`config.mk`:
```
export PLATFORM = sky130hd
export DESIGN_NAME = ram_bist_ctrl_flat
export DESIGN_NICKNAME = d
export VERILOG_FILES = /design/src/rtl/ram_bist_ctrl_if.sv /design/src/rtl/ram_bist_ctrl.sv /design/src/flat_wrapper.sv
export SDC_FILE = /design/constraint.sdc
export NUM_CORES = 1
export LEC_CHECK = 0
export BUFFER_PORTS_ARGS = -buffer_cell sky130_fd_sc_hd__buf_4
export CORE_UTILIZATION = 40
export CTS_CLUSTER_SIZE = 24
export DETAILED_ROUTE_END_ITERATION = 10
export PLACE_DENSITY = 0.57
export SYNTH_ARGS = -nofsm -noshare
export SYNTH_HDL_FRONTEND = slang
export SYNTH_SLANG_ARGS = --single-unit
```
`constraint.sdc`:
```
create_clock -name clk_i -period 5.6 [get_ports clk_i]
set_input_delay 0 -clock clk_i [delete_from_list [all_inputs] [get_ports clk_i]]
set_output_delay 0 -clock clk_i [all_outputs]
set_load 0.01 [all_outputs]
```
`src/rtl/ram_bist_ctrl_if.sv`:
```
// RAM-side bus of the BIST sequencer: the sequencer is the master and the RAM is the slave.
interface ram_bist_ctrl_if #(
    parameter int ADDR_W = 8,
    parameter int DATA_W = 8
);
    logic              ram_ce_o;
    logic              ram_we_o;
    logic [ADDR_W-1:0] ram_addr_o;
    logic [DATA_W-1:0] ram_wdata_o;
    logic [DATA_W-1:0] ram_rdata_i;

    modport master (
        output ram_ce_o, ram_we_o, ram_addr_o, ram_wdata_o,
        input  ram_rdata_i
    );

    modport slave (
        input  ram_ce_o, ram_we_o, ram_addr_o, ram_wdata_o,
        output ram_rdata_i
    );
endinterface

```
`src/rtl/ram_bist_ctrl.sv`:
```
// RAM BIST sequencer: write pattern, read back, compare, report pass/fail and error stats.
// Optional abort input enabled by defining RAM_BIST_ABORT_EN.
module ram_bist_ctrl #(
    parameter int         ADDR_W = 8,
    parameter int         DATA_W = 8,
    parameter int         RD_LAT = 1,
    parameter logic [7:0] SEED   = 8'hA5
) (
    input  logic              clk_i,
    input  logic              rst_i,
    input  logic              start_i,
    input  logic [1:0]        mode_i,
`ifdef RAM_BIST_ABORT_EN
    input  logic              abort_i,
`endif
    output logic              busy_o,
    output logic              done_o,
    output logic              pass_o,
    output logic [ADDR_W-1:0] err_cnt_o,
    output logic [ADDR_W-1:0] first_err_addr_o,
    output logic [4:0]        cstate_o,
    ram_bist_ctrl_if.master   ram
);

    typedef enum logic [4:0] {
        S_IDLE  = 5'b00001,
        S_WRITE = 5'b00010,
        S_READ  = 5'b00100,
        S_DRAIN = 5'b01000,
        S_DONE  = 5'b10000
    } state_t;

    localparam logic [ADDR_W-1:0] LAST_ADDR  = '1;
    localparam logic [2:0]        DRAIN_LAST = 3'(RD_LAT - 1);

    // Fibonacci LFSR, taps x^8+x^6+x^5+x^4, shifting toward the MSB.
    function automatic logic [7:0] lfsr_step(input logic [7:0] q);
        return {q[6:0], q[7] ^ q[5] ^ q[4] ^ q[3]};
    endfunction

    function automatic logic [DATA_W-1:0] pattern(
        input logic [1:0]        mode,
        input logic [ADDR_W-1:0] addr,
        input logic [7:0]        lfsr
    );
        case (mode)
            2'd0:    return DATA_W'(addr);
            2'd1:    return ~DATA_W'(addr);
            2'd2:    return DATA_W'(lfsr);
            default: return addr[0] ? DATA_W'(8'hAA) : DATA_W'(8'h55);
        endcase
    endfunction

    state_t            r_state;
    logic [1:0]        r_mode;
    logic [7:0]        r_lfsr;
    logic              r_ram_ce;
    logic              r_ram_we;
    logic [ADDR_W-1:0] r_ram_addr;
    logic [DATA_W-1:0] r_ram_wdata;
    logic [DATA_W-1:0] r_rd_exp;
    logic [2:0]        r_drain_cnt;
    logic              r_pass;
    logic [ADDR_W-1:0] r_err_cnt;
    logic [ADDR_W-1:0] r_first_err;
    logic [RD_LAT-1:0] r_pipe_vld;
    logic [ADDR_W-1:0] r_pipe_addr [RD_LAT];
    logic [DATA_W-1:0] r_pipe_exp  [RD_LAT];

    logic              w_abort;
    logic              w_cmp_err;
    logic [ADDR_W-1:0] w_err_cnt_nxt;
    logic [ADDR_W-1:0] w_addr_inc;
    logic [7:0]        w_lfsr_inc;

`ifdef RAM_BIST_ABORT_EN
    assign w_abort = abort_i && (r_state inside {S_WRITE, S_READ, S_DRAIN});
`else
    assign w_abort = 1'b0;
`endif

    always_comb begin
        // NOTE: every output of this block gets a default first, so no path can infer a latch.
        w_cmp_err     = r_pipe_vld[RD_LAT-1] && !w_abort &&
                        (ram.ram_rdata_i != r_pipe_exp[RD_LAT-1]);
        w_err_cnt_nxt = r_err_cnt;
        if (w_cmp_err && (r_err_cnt != '1)) begin
            w_err_cnt_nxt = r_err_cnt + 1'b1;
        end
        w_addr_inc    = r_ram_addr + 1'b1;
        w_lfsr_inc    = lfsr_step(r_lfsr);
    end

    // NOTE: only the valid bits need reset; address/expected data are don't-care while invalid.
    always_ff @(posedge clk_i) begin
        r_pipe_addr[0] <= r_ram_addr;
        r_pipe_exp[0]  <= r_rd_exp;
        for (int i = 1; i < RD_LAT; i++) begin
            r_pipe_addr[i] <= r_pipe_addr[i-1];
            r_pipe_exp[i]  <= r_pipe_exp[i-1];
        end
    end

    always_ff @(posedge clk_i) begin
        if (rst_i) begin
            r_state     <= S_IDLE;
            r_mode      <= '0;
            r_lfsr      <= SEED;
            r_ram_ce    <= 1'b0;
            r_ram_we    <= 1'b0;
            r_ram_addr  <= '0;
            r_ram_wdata <= '0;
            r_rd_exp    <= '0;
            r_drain_cnt <= '0;
            r_pass      <= 1'b0;
            r_err_cnt   <= '0;
            r_first_err <= '0;
            r_pipe_vld  <= '0;
        end else begin
            for (int i = RD_LAT - 1; i > 0; i--) begin
                r_pipe_vld[i] <= r_pipe_vld[i-1];
            end
            r_pipe_vld[0] <= (r_state == S_READ);

            r_err_cnt <= w_err_cnt_nxt;
            // A saturating counter never returns to zero, so zero means no mismatch yet this run.
            if (w_cmp_err && (r_err_cnt == '0)) begin
                r_first_err <= r_pipe_addr[RD_LAT-1];
            end

            case (r_state)
                S_IDLE: begin
                    if (start_i) begin
                        r_state     <= S_WRITE;
                        r_mode      <= mode_i;
                        r_err_cnt   <= '0;
                        r_first_err <= '0;
                        r_pass      <= 1'b0;
                        r_lfsr      <= SEED;
                        r_ram_ce    <= 1'b1;
                        r_ram_we    <= 1'b1;
                        r_ram_addr  <= '0;
                        r_ram_wdata <= pattern(mode_i, '0, SEED);
                    end
                end
                S_WRITE: begin
                    if (r_ram_addr == LAST_ADDR) begin
                        r_state     <= S_READ;
                        r_ram_we    <= 1'b0;
                        r_ram_addr  <= '0;
                        r_ram_wdata <= '0;
                        r_lfsr      <= SEED;
                        r_rd_exp    <= pattern(r_mode, '0, SEED);
                    end else begin
                        r_ram_addr  <= w_addr_inc;
                        r_lfsr      <= w_lfsr_inc;
                        r_ram_wdata <= pattern(r_mode, w_addr_inc, w_lfsr_inc);
                    end
                end
                S_READ: begin
                    if (r_ram_addr == LAST_ADDR) begin
                        r_state     <= S_DRAIN;
                        r_ram_ce    <= 1'b0;
                        r_drain_cnt <= '0;
                    end else begin
                        r_ram_addr <= w_addr_inc;
                        r_lfsr     <= w_lfsr_inc;
                        r_rd_exp   <= pattern(r_mode, w_addr_inc, w_lfsr_inc);
                    end
                end
                S_DRAIN: begin
                    if (r_drain_cnt == DRAIN_LAST) begin
                        r_state <= S_DONE;
                        r_pass  <= (w_err_cnt_nxt == '0);
                    end else begin
                        r_drain_cnt <= r_drain_cnt + 1'b1;
                    end
                end
                S_DONE:  r_state <= S_IDLE;
                default: r_state <= S_IDLE;
            endcase

            // NOTE: placed after the case so these non-blocking assignments win over the FSM's.
            if (w_abort) begin
                r_state    <= S_DONE;
                r_ram_ce   <= 1'b0;
                r_ram_we   <= 1'b0;
                r_pipe_vld <= '0;
                r_pass     <= 1'b0;
            end
        end
    end

    assign cstate_o         = r_state;
    assign busy_o           = ~r_state[0];
    assign done_o           = r_state[4];
    assign pass_o           = r_pass;
    assign err_cnt_o        = r_err_cnt;
    assign first_err_addr_o = r_first_err;

    assign ram.ram_ce_o    = r_ram_ce;
    assign ram.ram_we_o    = r_ram_we;
    assign ram.ram_addr_o  = r_ram_addr;
    assign ram.ram_wdata_o = r_ram_wdata;

endmodule

```
`src/flat_wrapper.sv`:
```
// flat-port wrapper written by rule: the top's interface ports become plain ports
module ram_bist_ctrl_flat 
#(
    parameter int         ADDR_W = 8,
    parameter int         DATA_W = 8,
    parameter int         RD_LAT = 1,
    parameter logic [7:0] SEED   = 8'hA5
)
  (clk_i, rst_i, start_i, mode_i, busy_o, done_o, pass_o, err_cnt_o, first_err_addr_o, cstate_o, ram_ram_ce_o, ram_ram_we_o, ram_ram_addr_o, ram_ram_wdata_o, ram_ram_rdata_i);
  ram_bist_ctrl_if #(.ADDR_W(ADDR_W), .DATA_W(DATA_W)) ram_i ();
  input  logic clk_i;
  input  logic rst_i;
  input  logic start_i;
  input  logic [1:0] mode_i;
  output logic busy_o;
  output logic done_o;
  output logic pass_o;
  output logic [ADDR_W-1:0] err_cnt_o;
  output logic [ADDR_W-1:0] first_err_addr_o;
  output logic [4:0] cstate_o;
  output wire logic [$bits(ram_i.ram_ce_o)-1:0] ram_ram_ce_o;
  output wire logic [$bits(ram_i.ram_we_o)-1:0] ram_ram_we_o;
  output wire logic [$bits(ram_i.ram_addr_o)-1:0] ram_ram_addr_o;
  output wire logic [$bits(ram_i.ram_wdata_o)-1:0] ram_ram_wdata_o;
  input wire logic [$bits(ram_i.ram_rdata_i)-1:0] ram_ram_rdata_i;
  assign ram_ram_ce_o = ram_i.ram_ce_o;
  assign ram_ram_we_o = ram_i.ram_we_o;
  assign ram_ram_addr_o = ram_i.ram_addr_o;
  assign ram_ram_wdata_o = ram_i.ram_wdata_o;
  assign ram_i.ram_rdata_i = ram_ram_rdata_i;
  ram_bist_ctrl #(.ADDR_W(ADDR_W), .DATA_W(DATA_W), .RD_LAT(RD_LAT), .SEED(SEED)) u_core (.clk_i(clk_i), .rst_i(rst_i), .start_i(start_i), .mode_i(mode_i), .busy_o(busy_o), .done_o(done_o), .pass_o(pass_o), .err_cnt_o(err_cnt_o), .first_err_addr_o(first_err_addr_o), .cstate_o(cstate_o), .ram(ram_i));
endmodule
```
==> impl_metrics.tcl, run 1 <==
set metrics [dict create \
    ant_nets 0 \
    setup_viol_count_final 0 \
    ys_ff_latch 78 \
    power.density_nw_per_um2 264.2 \
    required_ps 5830 \
    wl_per_cell_um 14.85 \
    die_area_sq_um 9475 \
    netlist_top_cells_area "dfxtp_1 43%, nor2_1 6.7%, a21oi_1 5.4%" \
    grt_pass1_vias 3010 \
    ys_async_sr_fraction 0 \
    wl_met2_mm 3.884 \
    p_seq_frac 0.513 \
    crit_buf_inv 0 \
    final_common_cell "dfxtp_1" \
    cts_root_buf "clkbuf_8" \
    path_cells "ha_1, nand2_1, or3_1, nor2_8, a311o_2, mux2i_1, nand2_1" \
    worstMarginPinSlew_ps 896.1 \
    coreArea_sq_um 8763 \
    gp_congestion 0.8362 \
    p_total_w 0.001137 \
    finalCoreUtilization 0.4909 \
    synthFlopType "dfxtp_1" \
    r2r-start "u_core.ram.ram_addr_o[0]" \
    insertedDiodeCount 0 \
    num_vias 3156 \
    drive_gt1_frac 0.1670 \
    cts_buffers 9 \
    finalClockSkew_ps 8.552 \
    track_usage 0.1939 \
    holdPathEnd "u_core.cstate_o[2]" \
    multi_input_area_sq_um 1914 \
    cts_tree "yes" \
    grt_pass1_wl_mm 14.86 \
    cts_htree_levels 3 \
    antenna_found_initial 0 \
    grt_max_degree 41 \
    p_leak_nw 1.608 \
    clockPowerShare 0.361 \
    first_pass_iters 4 \
    cts.repair.resized 0 \
    overflow 0 \
    critPathMaxStageDelay_ps 570 \
    slew_viol_final 0 \
    seqCellArea_sq_um 1562 \
    met3_length_um 376 \
    path_clk_slew_ps 80 \
    synth_edf_count 0 \
    wirelength_mm 8.717 \
    fin_crit_sh 0.4631 \
    peakVddDrop_mv 0.1105 \
    hp-start "rst_i" \
    cp-start-kind "flop" \
    rsz0062_at_grt "no" \
    rr_endpoint "u_core.r_lfsr[0]" \
    r2r_cells 7 \
    netlist.area_leader.share 0.4295 \
    die_w_um 97.34 \
    drcViolationCount 0 \
    insertion_delay_ps 350 \
    criticalPathCategory "reg -> reg" \
    drtIter0Drc 173 \
    m1WireLength_mm 4.329 \
    crit_arrival_ps 2830 \
    status "finished, final reports clean" \
    seq_area_frac_synth 0.4295 \
    maxCapViolCount 0 \
    num-nets-final 501 \
    relSlewSlack 0.4026 \
    portBuffers 54 \
    cp_top_family "simple AND/OR/NAND/NOR gates" \
    max_freq_mhz 385.6 \
    avgSynthCellArea_sq_um 8.555 \
    cpMaxStageDelayCell "or3_1" \
    syn_inst 425 \
    power_frac_comb 0.126 \
    hpwlAfterDp_mm 6.315 \
    syn_to_final_growth_pct 18.31 \
    highest_layer "met4" \
    rows 34 \
    hold_class "in -> reg" \
    yosysUniqueCellTypes 50 \
    netlist_area_sq_um 3636 \
    critPathMaxFanout 19 \
    postSynthNetCount 451 \
    p_sw_frac 0.2705 \
    start_util 0.4149 \
    dieHeight_um 97.34 \
    hold_violations 0 \
    yosys.area.top_type "dfxtp_1" \
    ys_warn_count 0 \
    r2r_slack_ps 3010 \
    fin_setup_tns_ps 0 \
    fillers 878 \
    vias_per_cell 5.376 \
    final.min_clock_period_ps 2593 \
    p_sw_w 0.0003074 \
    holdPathStages 2 \
    layout_common_cells "78 x dfxtp_1, 65 x nor2_1, 55 x buf_4" \
    cp-end-kind "flop" \
    io_pins 55 \
    cp_common_cell "nand2_1" \
    p_int_w 0.0008293 \
    clockBufferDepth 2 \
    cts_sinks 78 \
]
==> worst max path at each step <==
stage | startpoint | endpoint | slack, ps | cells past startpoint
after global routing | u_core.ram.ram_addr_o[0] | u_core.r_lfsr[0] | 2780 | 7
after global placement | u_core.ram.ram_addr_o[0] | u_core.r_lfsr[0] | 3090 | 7
after floorplan | u_core.ram.ram_addr_o[1] | u_core.r_lfsr[0] | 3460 | 10
after detailed placement | u_core.ram.ram_addr_o[0] | u_core.r_lfsr[0] | 3030 | 7
final | u_core.ram.ram_addr_o[0] | u_core.r_lfsr[0] | 3010 | 7
after CTS | u_core.ram.ram_addr_o[0] | u_core.r_lfsr[0] | 3010 | 7
==> through the flow <==
step                hold WS (ps)  cell area (sq um)  worst slack, ps  cells
detailed placement         273.3               4084             3026    569
finish                     67.64               4302             3007    587
global route               81.06               4302             2783    587
CTS                        63.18               4302             3012    587
global placement           277.6               4084             3087    569
floorplan                  91.95               3636             3461    425
==> final cells by class <==
| cell class | instances | area share |
|---|---|---|
| clock buffer | 9 | 0.02880 |
| clock inverter | 6 | 0.01483 |
| inverter | 16 | 0.01396 |
| multi-input combinational | 312 | 0.4450 |
| sequential | 78 | 0.3630 |
| tap | 108 | 0.03141 |
| timing repair buffer | 58 | 0.1030 |
==> synthesized netlist by cell type, types with 3 or more instances <==
| library cell | instances |
|---|---|
| xnor2_1 | 22 |
| a211oi_1 | 8 |
| buf_2 | 5 |
| dfxtp_1 | 78 |
| nor2b_1 | 4 |
| nor4b_1 | 3 |
| or3_1 | 3 |
| nor3_1 | 15 |
| o21ai_0 | 21 |
| nand3_1 | 11 |
| a22oi_1 | 6 |
| and2_1 | 5 |
| a21oi_1 | 39 |
| nand3b_1 | 3 |
| clkbuf_1 | 10 |
| nand2_1 | 30 |
| nor2_1 | 65 |
| nand4_1 | 8 |
| inv_1 | 16 |
| ha_1 | 13 |
| mux2i_1 | 14 |
| o31ai_1 | 3 |
| o211ai_1 | 5 |
==> state kept, by name, indices dropped and copies added (netlist names), 2 cells and up <==
signal                   flops
u_core.r_pipe_exp            8
u_core.r_pipe_addr           8
u_core.r_lfsr                8
u_core.ram.ram_wdata_o       8
u_core.ram.ram_addr_o        8
u_core.first_err_addr_o      8
u_core.err_cnt_o             8
u_core.cstate_o              5
u_core.r_rd_exp              8
u_core.r_mode                2
u_core.r_drain_cnt           3
==> per-layer routing <==
layer,global-route usage,vias to the layer above
met1,0.2672,1483
met5,0,-
met3,0.05612,9
met4,0.05769,0
met2,0.2936,69
li1,-,1595
==> repair_timing <==
action	in CTS	in global routing
setup buffers	0	0
setup endpoints to repair	0	0
endpoints found under the hold margin	3	0
hold buffers	3	0
==> cell families after synthesis <==
| logic type | count (synthesis) | synth area share |
|---|---|---|
| simple gates | 163 | 0.2195 |
| compound gates | 98 | 0.1645 |
| flops | 78 | 0.4295 |
| buf+inv | 35 | 0.04405 |
| xor+xnor | 23 | 0.05540 |
| mux | 15 | 0.04232 |
| fa+ha+maj | 13 | 0.04474 |
==> power by group through the flow <==
stage / clock (W) / sequential, W / combinational (W)
final: 0.000411 / 0.000583 / 0.000143
after global routing: 0.000450 / 0.000586 / 0.000158
after CTS: 0.000420 / 0.000583 / 0.000143
after detailed placement: 0 / 0.000596 / 0.000141
after global placement: 0 / 0.000596 / 0.000140
after floorplan: 0 / 0.000599 / 0.0000873
Note: power is estimated with default switching activity, not from simulation.
==> inputs of run 2 (changes only) <==
--- a/config.mk
+++ b/config.mk
@@ -5,11 +5,12 @@
 export SDC_FILE = /design/constraint.sdc
 export NUM_CORES = 1
 export LEC_CHECK = 0
+export ABC_AREA = 1
 export BUFFER_PORTS_ARGS = -buffer_cell sky130_fd_sc_hd__buf_4
 export CORE_UTILIZATION = 40
 export CTS_CLUSTER_SIZE = 24
 export DETAILED_ROUTE_END_ITERATION = 10
-export PLACE_DENSITY = 0.57
+export PLACE_DENSITY = 0.6
 export SYNTH_ARGS = -nofsm -noshare
 export SYNTH_HDL_FRONTEND = slang
 export SYNTH_SLANG_ARGS = --single-unit
==> constraint.sdc (replaced) <==
create_clock -name clk_i -period 2.1 [get_ports clk_i]
set_input_delay 0 -clock clk_i [delete_from_list [all_inputs] [get_ports clk_i]]
set_output_delay 0 -clock clk_i [all_outputs]
set_load 0.01 [all_outputs]
==> run 2 against run 1 <==
The run now ends with DRC left. Register-to-register slack worse by 2700 ps. Synthesized cell count increased by 13%. Critical path depth grew 2. Die area grew 1.5%. Hold slack worse by 47 ps. Area after synthesis up 1.6%. Via count grew 2.7%. Clock power increased to 2.7 times the previous value. Count of clock-buffer cells in the layout increased by 2. Critical path type unchanged. Critical endpoint is now u_core.ram.ram_wdata_o[6]. Highest routed layer unchanged.
==> impl_metrics.tcl, run 2 <==
set metrics [dict create \
    die_w_um 98.09 \
    dieHeight_um 98.09 \
    cp-start-kind "flop" \
    wl_per_cell_um 13.34 \
    start_util 0.4174 \
    netlist.area_leader.share 0.4228 \
    power.density_nw_per_um2 693.0 \
    required_ps 2380 \
    overflow 0 \
    wirelength_mm 8.668 \
    netlist_area_sq_um 3694 \
    clockBufferDepth 2 \
    ys_async_sr_fraction 0 \
    grt_pass1_wl_mm 14.73 \
    synthMostInstantiatedCell "nand2_1" \
    drive_gt1_frac 0.2048 \
    ant_nets 0 \
    grt_pass1_vias 3166 \
    rr_endpoint "u_core.ram.ram_wdata_o[6]" \
    crit_arrival_ps 2120 \
    slew_viol_final 0 \
    cts_htree_levels 3 \
    criticalPathCategory "reg -> reg" \
    fillers 895 \
    setup_viol_count_final 0 \
    r2r_cells 9 \
    path_clk_slew_ps 80 \
    num-nets-final 563 \
    yosysUniqueCellTypes 45 \
    yosys.area.top_type "dfxtp_1" \
    drcViolationCount 5 \
    avgSynthCellArea_sq_um 7.695 \
    insertion_delay_ps 350 \
    final_common_cell "nand2_1" \
    ys_warn_count 0 \
    portBuffers 54 \
    busiest_layer "met2" \
    fin_crit_sh 0.8748 \
    die_area_sq_um 9622 \
    io_pins 55 \
    design_area_sq_um 4422 \
    worstMarginPinSlew_ps 506.1 \
    status "complete, but fails checks" \
    critPathMaxFanout 3 \
    postSynthNetCount 506 \
    cts_sinks 78 \
    syn_to_final_growth_pct 19.72 \
    antenna_found_initial 0 \
    hp-start "rst_i" \
    final.min_clock_period_ps 1837 \
    track_usage 0.1921 \
    maxCapViolCount 0 \
    first_pass_iters 7 \
    hold_violations 0 \
    failed_checks "DRC" \
    peakVddDrop_mv 0.3645 \
    drtIter0Drc 135 \
    grt_use_met1 0.2300 \
    synth_common_cells "113 x nand2_1, 78 x dfxtp_1, 59 x inv_1" \
    seq_area_frac_synth 0.4228 \
    hpwlAfterDp_mm 6.426 \
    crit_start "u_core.ram.ram_addr_o[0]" \
    ys_ff_latch 78 \
    rsz0062_at_grt "no" \
    synth_edf_count 0 \
    relSlewSlack 0.6616 \
    grtUsageMet3 0.05225 \
    num_vias 3240 \
    post_dp_cell_area_sq_um 4200 \
    grt_max_degree 27 \
    preCtsSetupSlack_ps 193.3 \
    coreArea_sq_um 8848 \
    insertedDiodeCount 0 \
    max_freq_mhz 544.3 \
    cts_buffers 9 \
    cts_tree "yes" \
    syn_inst 480 \
    holdPathStages 2 \
    r2r_slack_ps 260 \
    netlist_top_cells_area "dfxtp_1 42%, nand2_1 11%, a21oi_1 6.4%" \
    layout_common_cells "113 x nand2_1, 76 x dfxtp_1, 63 x buf_4" \
    holdPathEnd "u_core.ram.ram_addr_o[2]" \
    cts_root_buf "clkbuf_8" \
    cp-end-kind "flop" \
    p_leak_nw 1.894 \
    hold_class "in -> reg" \
    synthFlopType "dfxtp_1" \
    r2r-start "u_core.ram.ram_addr_o[0]" \
    setup_ws_ps 262.9 \
    rows 34 \
    fin_setup_tns_ps 0 \
    grt_use_met2 0.3294 \
    finalClockSkew_ps 11.05 \
    vias_per_cell 4.985 \
    gp_congestion 0.9946 \
]
==> run 2: critical path: stages, from the launching register on <==
cell      delay (ps)
dfxtp_1          360
ha_1             210
nand2_1          100
nor2_2           170
inv_1             70
o21bai_1         220
nand3_1          110
a31oi_1          280
nand2_1          110
a21oi_1          140
==> run 2: repair_timing <==
item | CTS | global route
buffers inserted | 0 | 0
hold buffers | 2 | 0
endpoints found under the setup margin | 0 | 1
gates resized for setup | 0 | 3
endpoints found under the hold margin | 2 | 0
==> run 2: power by group <==
| group | internal, W | switching [W] |
|---|---|---|
| Sequential | 0.00152 | 0.0000338 |
| Clock | 0.000550 | 0.000563 |
| Combinational | 0.000161 | 0.000232 |
==> run 2: through the flow <==
stage                     power, W  utilization  std cells  hold WS [ps]
after floorplan           0.001848            -        480         191.6
after global placement    0.001980       0.4747        632         297.6
after detailed placement  0.001983       0.4747        632         306.4
after CTS                 0.003093       0.4986        650         8.493
after global routing      0.003216       0.4997        650         17.50
final                     0.003064       0.4997        650         20.76
==> run 2: cell type report <==
cell class              count  area, sq um  area share
multi-input cells         317         1790      0.4049
clock inverters             5        60.06     0.01358
flip-flops and latches     78         1564      0.3537
repair buffers             65        493.0      0.1115
well taps                 108        135.1     0.03056
clock buffers              11        131.4     0.02971
inverters                  66        247.7     0.05603
==> run 2: cells by family (layout without fill, tap and decap cells) <==
group,count (synthesis),after routing,synth area share
AO/OA/AOI/OAI,111,111,0.1738
AND/OR/NAND/NOR,179,179,0.2297
XOR/XNOR,14,14,0.03523
buffers and inverters,85,147,0.09451
adder cells (fa/ha/maj),13,13,0.04404
flip-flops,78,78,0.4228
==> run 2: metal layers <==
metal,part of all wire,routed length (um),up-vias
met5,0,0,-
met4,0.018,158,0
met3,0.042,360,13
met2,0.48,4201,66
met1,0.46,3948,1480
li1,-,-,1681
==> run 2: worst max path at each step <==
stage                                     end  slack, ps
CTS                             u_core.pass_o        180
floorplan                       u_core.pass_o        390
global route        u_core.ram.ram_wdata_o[6]         30
detailed placement              u_core.pass_o        190
finish              u_core.ram.ram_wdata_o[6]        260
global placement                u_core.pass_o        240
